<file path="config.mk">
export PLATFORM = sky130hd
export DESIGN_NAME = sample_conditioner
export DESIGN_NICKNAME = d
export VERILOG_FILES = /design/src/rtl/sample_conditioner.sv
export SDC_FILE = /design/constraint.sdc
export NUM_CORES = 1
export LEC_CHECK = 0
export ABC_AREA = 1
export CAP_MARGIN = 20
export CORE_MARGIN = 4
export CORE_UTILIZATION = 40
export DETAILED_ROUTE_END_ITERATION = 8
export PLACE_DENSITY_LB_ADDON = 0.12
export SETUP_SLACK_MARGIN = 0.15
export SLEW_MARGIN = 25
export SYNTH_ARGS = -nofsm -noshare
export SYNTH_HDL_FRONTEND = slang
export SYNTH_SLANG_ARGS = --single-unit
</file>
<file path="constraint.sdc">
create_clock -name clk -period 5.8 [get_ports clk]
set_clock_uncertainty 0.15 [all_clocks]
set_input_delay 1.45 -clock clk [delete_from_list [all_inputs] [get_ports clk]]
set_output_delay 1.45 -clock clk [all_outputs]
set_load 0.03 [all_outputs]
</file>
<file path="src/rtl/sample_conditioner.sv">
// -----------------------------------------------------------------------------
// sample_conditioner
//
// This block sits between the serial ADC interface and the sliding DFT. It
// averages raw ADC samples in blocks, removes the DC bias with a leaky
// integrator, and scales and saturates the result to an offset-binary sample.
// Each sample is then handed to the SDFT through its start/ready handshake.
// A single pending slot absorbs backpressure. When a pending sample is
// overwritten, the block flags an overrun and counts the drop.
//
// Pipeline, for a block that completes on cycle t:
//   t+1  avg registered (block average)
//   t+2  ac = avg - dc_est, shifted and saturated into result; dc updated
//   t+3  result loaded into the pending slot
//   then the handshake FSM launches the pending sample when the SDFT is idle
//
// Ports:
//   clk         in   1      pixel clock, all logic on posedge
//   reset       in   1      asynchronous, active-high, clears all state
//   in_valid    in   1      one-cycle strobe qualifying in_data
//   in_data     in   IN_W   unsigned ADC sample
//   sdft_ready  in   1      SDFT idle and able to accept a sample
//   sdft_start  out  1      request SDFT to process sample_out
//   sample_out  out  OUT_W  offset-binary sample, stable while sdft_start=1
//   overrun     out  1      sticky, set when a pending sample is overwritten
//   drop_count  out  CNT_W  overwritten samples, saturating at all-ones
// -----------------------------------------------------------------------------
module sample_conditioner #(
  parameter int IN_W       = 12,
  parameter int OUT_W      = 8,
  parameter int DECIM_LOG2 = 2,
  parameter int DC_SHIFT   = 6,
  parameter int GAIN_SHIFT = 4,
  parameter int CNT_W      = 16
) (
  input  logic             clk,
  input  logic             reset,
  input  logic             in_valid,
  input  logic [IN_W-1:0]  in_data,
  input  logic             sdft_ready,
  output logic             sdft_start,
  output logic [OUT_W-1:0] sample_out,
  output logic             overrun,
  output logic [CNT_W-1:0] drop_count
);

  localparam int ACC_W = IN_W + DECIM_LOG2;
  localparam int DC_W  = IN_W + DC_SHIFT;
  localparam int AC_W  = IN_W + 1;

  localparam logic [1:0] S_IDLE  = 2'd0;
  localparam logic [1:0] S_START = 2'd1;
  localparam logic [1:0] S_BUSY  = 2'd2;

  localparam logic [OUT_W-1:0] MIDSCALE = {1'b1, {(OUT_W-1){1'b0}}};

  // Saturation limits for the shifted AC value, in the AC width.
  localparam logic signed [AC_W-1:0] SAT_HI = AC_W'((1 << (OUT_W-1)) - 1);
  localparam logic signed [AC_W-1:0] SAT_LO = AC_W'(-(1 << (OUT_W-1)));

  // ---------------------------------------------------------------------------
  // Stage 1: block averaging
  // ---------------------------------------------------------------------------
  logic [DECIM_LOG2-1:0] dec_cnt;
  logic [ACC_W-1:0]      acc;
  logic [ACC_W-1:0]      acc_sum;
  logic                  block_done;
  logic [IN_W-1:0]       avg;
  logic                  avg_v;

  // The last strobe of a block is folded into the sum directly, so
  // back-to-back strobes never wait on the accumulator.
  assign acc_sum    = acc + {{DECIM_LOG2{1'b0}}, in_data};
  assign block_done = in_valid && (dec_cnt == '1);

  // NOTE: sequential state uses non-blocking assignments only. Every register
  // then samples the pre-edge values of the others, so the stage order inside
  // the block does not matter.
  always_ff @(posedge clk or posedge reset) begin
    if (reset) begin
      dec_cnt <= '0;
      acc     <= '0;
      avg     <= '0;
      avg_v   <= 1'b0;
    end else begin
      avg_v <= block_done;
      if (in_valid) begin
        dec_cnt <= dec_cnt + 1'b1;
        acc     <= block_done ? '0 : acc_sum;
      end
      if (block_done) begin
        avg <= acc_sum[ACC_W-1:DECIM_LOG2];
      end
    end
  end

  // ---------------------------------------------------------------------------
  // Stage 2: DC removal, gain and saturation
  // ---------------------------------------------------------------------------
  logic [DC_W-1:0]        dc;
  logic                   dc_valid;
  logic [IN_W-1:0]        dc_est;
  logic [IN_W-1:0]        dc_base;
  logic signed [AC_W-1:0] ac;
  logic signed [AC_W-1:0] ac_sh;
  logic [OUT_W-1:0]       result_c;
  logic [DC_W-1:0]        dc_next;
  logic [OUT_W-1:0]       result;
  logic                   result_v;

  assign dc_est = dc[DC_W-1:DC_SHIFT];

  // NOTE: every variable assigned in always_comb gets a default first, so no
  // path through the block can leave one unassigned and infer a latch.
  always_comb begin
    dc_base  = dc_est;
    ac       = '0;
    ac_sh    = '0;
    result_c = MIDSCALE;
    dc_next  = dc;

    // The first average after reset preloads the tracker. Subtracting the
    // average from itself makes that first AC value exactly zero.
    if (!dc_valid) begin
      dc_base = avg;
    end
    ac    = $signed({1'b0, avg}) - $signed({1'b0, dc_base});
    ac_sh = ac >>> GAIN_SHIFT;

    // In offset binary, positive full scale is all-ones and negative full
    // scale is zero. In range, flipping the sign bit adds midscale.
    if (ac_sh > SAT_HI) begin
      result_c = '1;
    end else if (ac_sh < SAT_LO) begin
      result_c = '0;
    end else begin
      result_c = ac_sh[OUT_W-1:0] ^ MIDSCALE;
    end

    if (dc_valid) begin
      dc_next = dc + {{DC_SHIFT{1'b0}}, avg} - {{DC_SHIFT{1'b0}}, dc_est};
    end else begin
      dc_next = {avg, {DC_SHIFT{1'b0}}};
    end
  end

  always_ff @(posedge clk or posedge reset) begin
    if (reset) begin
      dc       <= '0;
      dc_valid <= 1'b0;
      result   <= MIDSCALE;
      result_v <= 1'b0;
    end else begin
      result_v <= avg_v;
      if (avg_v) begin
        dc       <= dc_next;
        dc_valid <= 1'b1;
        result   <= result_c;
      end
    end
  end

  // ---------------------------------------------------------------------------
  // Stage 3: pending slot and SDFT handshake
  // ---------------------------------------------------------------------------
  logic [1:0]       state;
  logic [OUT_W-1:0] pending;
  logic             pending_v;
  logic             consume;

  assign consume = (state == S_IDLE) && pending_v && sdft_ready;

  // NOTE: the pending slot is a plain data register, yet it is still reset.
  // After a reset, nothing from the aborted stream can reappear on
  // sample_out.
  always_ff @(posedge clk or posedge reset) begin
    if (reset) begin
      state      <= S_IDLE;
      sdft_start <= 1'b0;
      sample_out <= MIDSCALE;
      pending    <= MIDSCALE;
      pending_v  <= 1'b0;
      overrun    <= 1'b0;
      drop_count <= '0;
    end else begin
      case (state)
        S_IDLE: begin
          if (consume) begin
            sample_out <= pending;
            sdft_start <= 1'b1;
            state      <= S_START;
          end
        end
        S_START: begin
          // The SDFT drops ready once it has taken the sample.
          if (!sdft_ready) begin
            sdft_start <= 1'b0;
            state      <= S_BUSY;
          end
        end
        S_BUSY: begin
          if (sdft_ready) begin
            state <= S_IDLE;
          end
        end
        default: begin
          sdft_start <= 1'b0;
          state      <= S_IDLE;
        end
      endcase

      // A new result always wins the slot. It is counted as a drop only if
      // the old value is still there and not leaving this cycle.
      if (result_v) begin
        pending   <= result;
        pending_v <= 1'b1;
        if (pending_v && !consume) begin
          overrun <= 1'b1;
          if (drop_count != '1) begin
            drop_count <= drop_count + 1'b1;
          end
        end
      end else if (consume) begin
        pending_v <= 1'b0;
      end
    end
  end

endmodule

</file>
==> results.toml <==
[clock_tree]
cts_hold_buf = 0
cts_tree = "done"
cts_sinks = 94
path_clk_slew_ns = 0.07
cts-resized-gates = 0
cts-htree-levels = 3
clock_latency_ns = 0.35
numCtsBuffers = 9
cts_buffer_depth = 2
post_cts_buffers = 0
root_buffer = "clkbuf_16"

[detailed_routing]
ant_nets = 0
wl_met2_um = 6980
wl_met1_um = 7740
drc = 0
drtPass1Iterations = 5
post_drt_wl_per_cell_um = 13.3
totalWireLength_um = 15500
via_per_inst = 4.84
top_layer = "met4"
drt_iter0_drc = 322
vias = 5628
wl_met3_um = 609

[critical_path]
crit_top_cell = "inv_1"
crit_fanout = 15
path_delay_family = "buffers and inverters"
critPathMaxStageDelay_ns = 0.77
worstPathCellList = "clkdlybuf4s50_1 > inv_1 > nor2_1 > inv_1 > o21ai_0"
critPathSlowestCell = "nor2_1"
crit_required_ns = 5.93
cp.arrival_ns = 3.45
end_kind = "register"
crit_buf_inv = 3
startpoint_type = "input pin"
crit_type = "in -> reg"

[timing]
slew_viol_final = 0
setup_viol = 0
max-slew-margin-rel_pct = 40.3
hold_viol = 0
worst_slew_pin_slew_ns = 0.892
fmax_mhz = 300
setup_slack_ns = 2.47
grt_setup_unrepaired = "no"
fin_setup_tns_ns = 0
period_minus_slack_ns = 3.33
period_share_pct = 57.4

[layout]
fin_area_um2 = 7550
final_layout_size_suffix_gt1_share_pct = 4.75
stdcell_count = 1164
syn_to_final_growth_pct = 14.4
nNetsFinal = 1016
diodes = 0

[grt]
grt_pass1_vias = 5521
grt.total_usage_pct = 18.0
grt_max_degree = 64
antenna_found_initial = 0
grt_pass1_wl_um = 26900
grt_overflow = 0

[synthesis]
synth_edf_count = 0
synth_area_um2 = 6600
synthDistinctLibCells = 42
synth_largest_area_cell = "dfrtp_1"
synth_common_cells = "236 x nand2_1, 144 x inv_1, 91 x dfrtp_1"
synthCells = 903
synth_async_sr_flop_share_pct = 100
syn_nets = 976
synth_top_area_share_pct = 34.5
ys_ff_latch = 94
synth.most_common_cell = "nand2_1"
ys_warn_count = 0
synth_area_leaders = "dfrtp_1 34%, nand2_1 13%, ha_1 8.3%, inv_1 8.2%, nor2_1 4.9%"
synth_flop_cell = "dfrtp_1"
avgSynthCellArea_um2 = 7.31
ys_seq_area_share_pct = 35.7

[placed_design]
dpl-instance-area_um2 = 7240
gp_congestion = 0.861
dp_hpwl_um = 12300
portBuffers = 41
preCtsSetupSlack_ns = 2.10
dp_cells = 1148

[floorplanning]
die_h_um = 136
die_area_um2 = 18600
die_w_um = 136
rows = 46
coreArea_um2 = 16000
io_pins = 42
start_util_pct = 41.3

[run_status]
status = "finished, final reports clean"

[min_path]
hp-class = "reg -> reg"

[flow_run]
max_cap_violations = 0
-- cell type report --
cell class / instances / area, µm²
Clock buffer: 10 / 239
Clock inverter: 6 / 68.8
Fill cell: 1686 / 8450
Inverter: 147 / 557
Multi-Input combinational cell: 647 / 3630
Sequential cell: 94 / 2360
Tap cell: 216 / 270
Timing Repair Buffer: 44 / 433
-- path summary, 6_finish.rpt --
check,from,slack [ns],to,depth (start not counted)
max,in_valid,2.47,acc[2]$_DFFE_PP0P_,5
max in group asynchronous,reset,3.16,avg[9]$_DFFE_PP0P_,3
min in group asynchronous,reset,1.44,state[0]$_DFFE_PP0P_,2
min,result[1]$_DFFE_PP0P_,0.33,pending[1]$_DFFE_PP0P_,2
min reg2reg,result[1]$_DFFE_PP0P_,0.33,pending[1]$_DFFE_PP0P_,2
max reg2reg,avg[1]$_DFFE_PP0P_,2.89,dc[8]$_DFFE_PP0P_,12
-- stage by stage --
step           util, %  hold WS [ns]
2_1_floorplan        -         0.202
3_3_place_gp      45.3         0.312
3_5_place_dp      45.3         0.319
4_1_cts           47.2         0.335
5_1_grt           47.2         0.354
6_report          47.2         0.328
-- per-layer routing --
| metal | up-vias | GRT usage (%) |
|---|---|---|
| li1 | 2960 | - |
| met5 | - | 0 |
| met1 | 2575 | 25.8 |
| met2 | 80 | 28.4 |
| met4 | 0 | 4.59 |
| met3 | 13 | 2.89 |
-- worst register-to-register path, cell delays in order, from the launching register on --
cell and delay, ns:
dfrtp_1 0.45, inv_1 0.12, fa_1 0.54, inv_1 0.07
fa_1 0.45, nand2_1 0.11, nand3_1 0.09, and2_1 0.19
nand2_1 0.07, nand2_1 0.09, or2_2 0.28, nand3_1 0.09
a22oi_1 0.07
-- sequential cells by signal (all words and copies together), names as in the netlist, 2 cells and up --
name / cells
dc: 18
drop_count: 16
acc: 14
avg: 12
pending: 8
result: 8
sample_out: 8
dec_cnt: 2
state: 2
-- cell families after synthesis --
kind of cell / after synthesis / synth area share (%)
buffers and inverters: 162 / 9.38
xor gates and xnor gates: 29 / 3.85
adders and majority gates: 57 / 12.3
and+or+nand+nor: 430 / 28.1
DFF: 94 / 35.7
AOI/OAI and AO/OA: 131 / 10.7
-- placed cells by master (no fill, tap or decap), drive strengths merged, types with 4 or more instances in the layout --
master	synthesis	final
clkbuf	10	10
a21oi	62	62
nand4	11	11
nor2	86	86
fa	13	13
o21bai	4	4
or2	7	7
nand3	58	58
xor2	18	18
clkdlybuf4s50	0	41
nand3b	8	8
ha	44	44
inv	146	147
dfrtp	91	91
clkinv	1	4
nand2	242	242
xnor2	11	11
o21ai	50	50
nor3	11	11
nor4	4	4
Power is not shown: default switching activity piles up to over one toggle a cycle in this logic, so the estimate is an artifact.
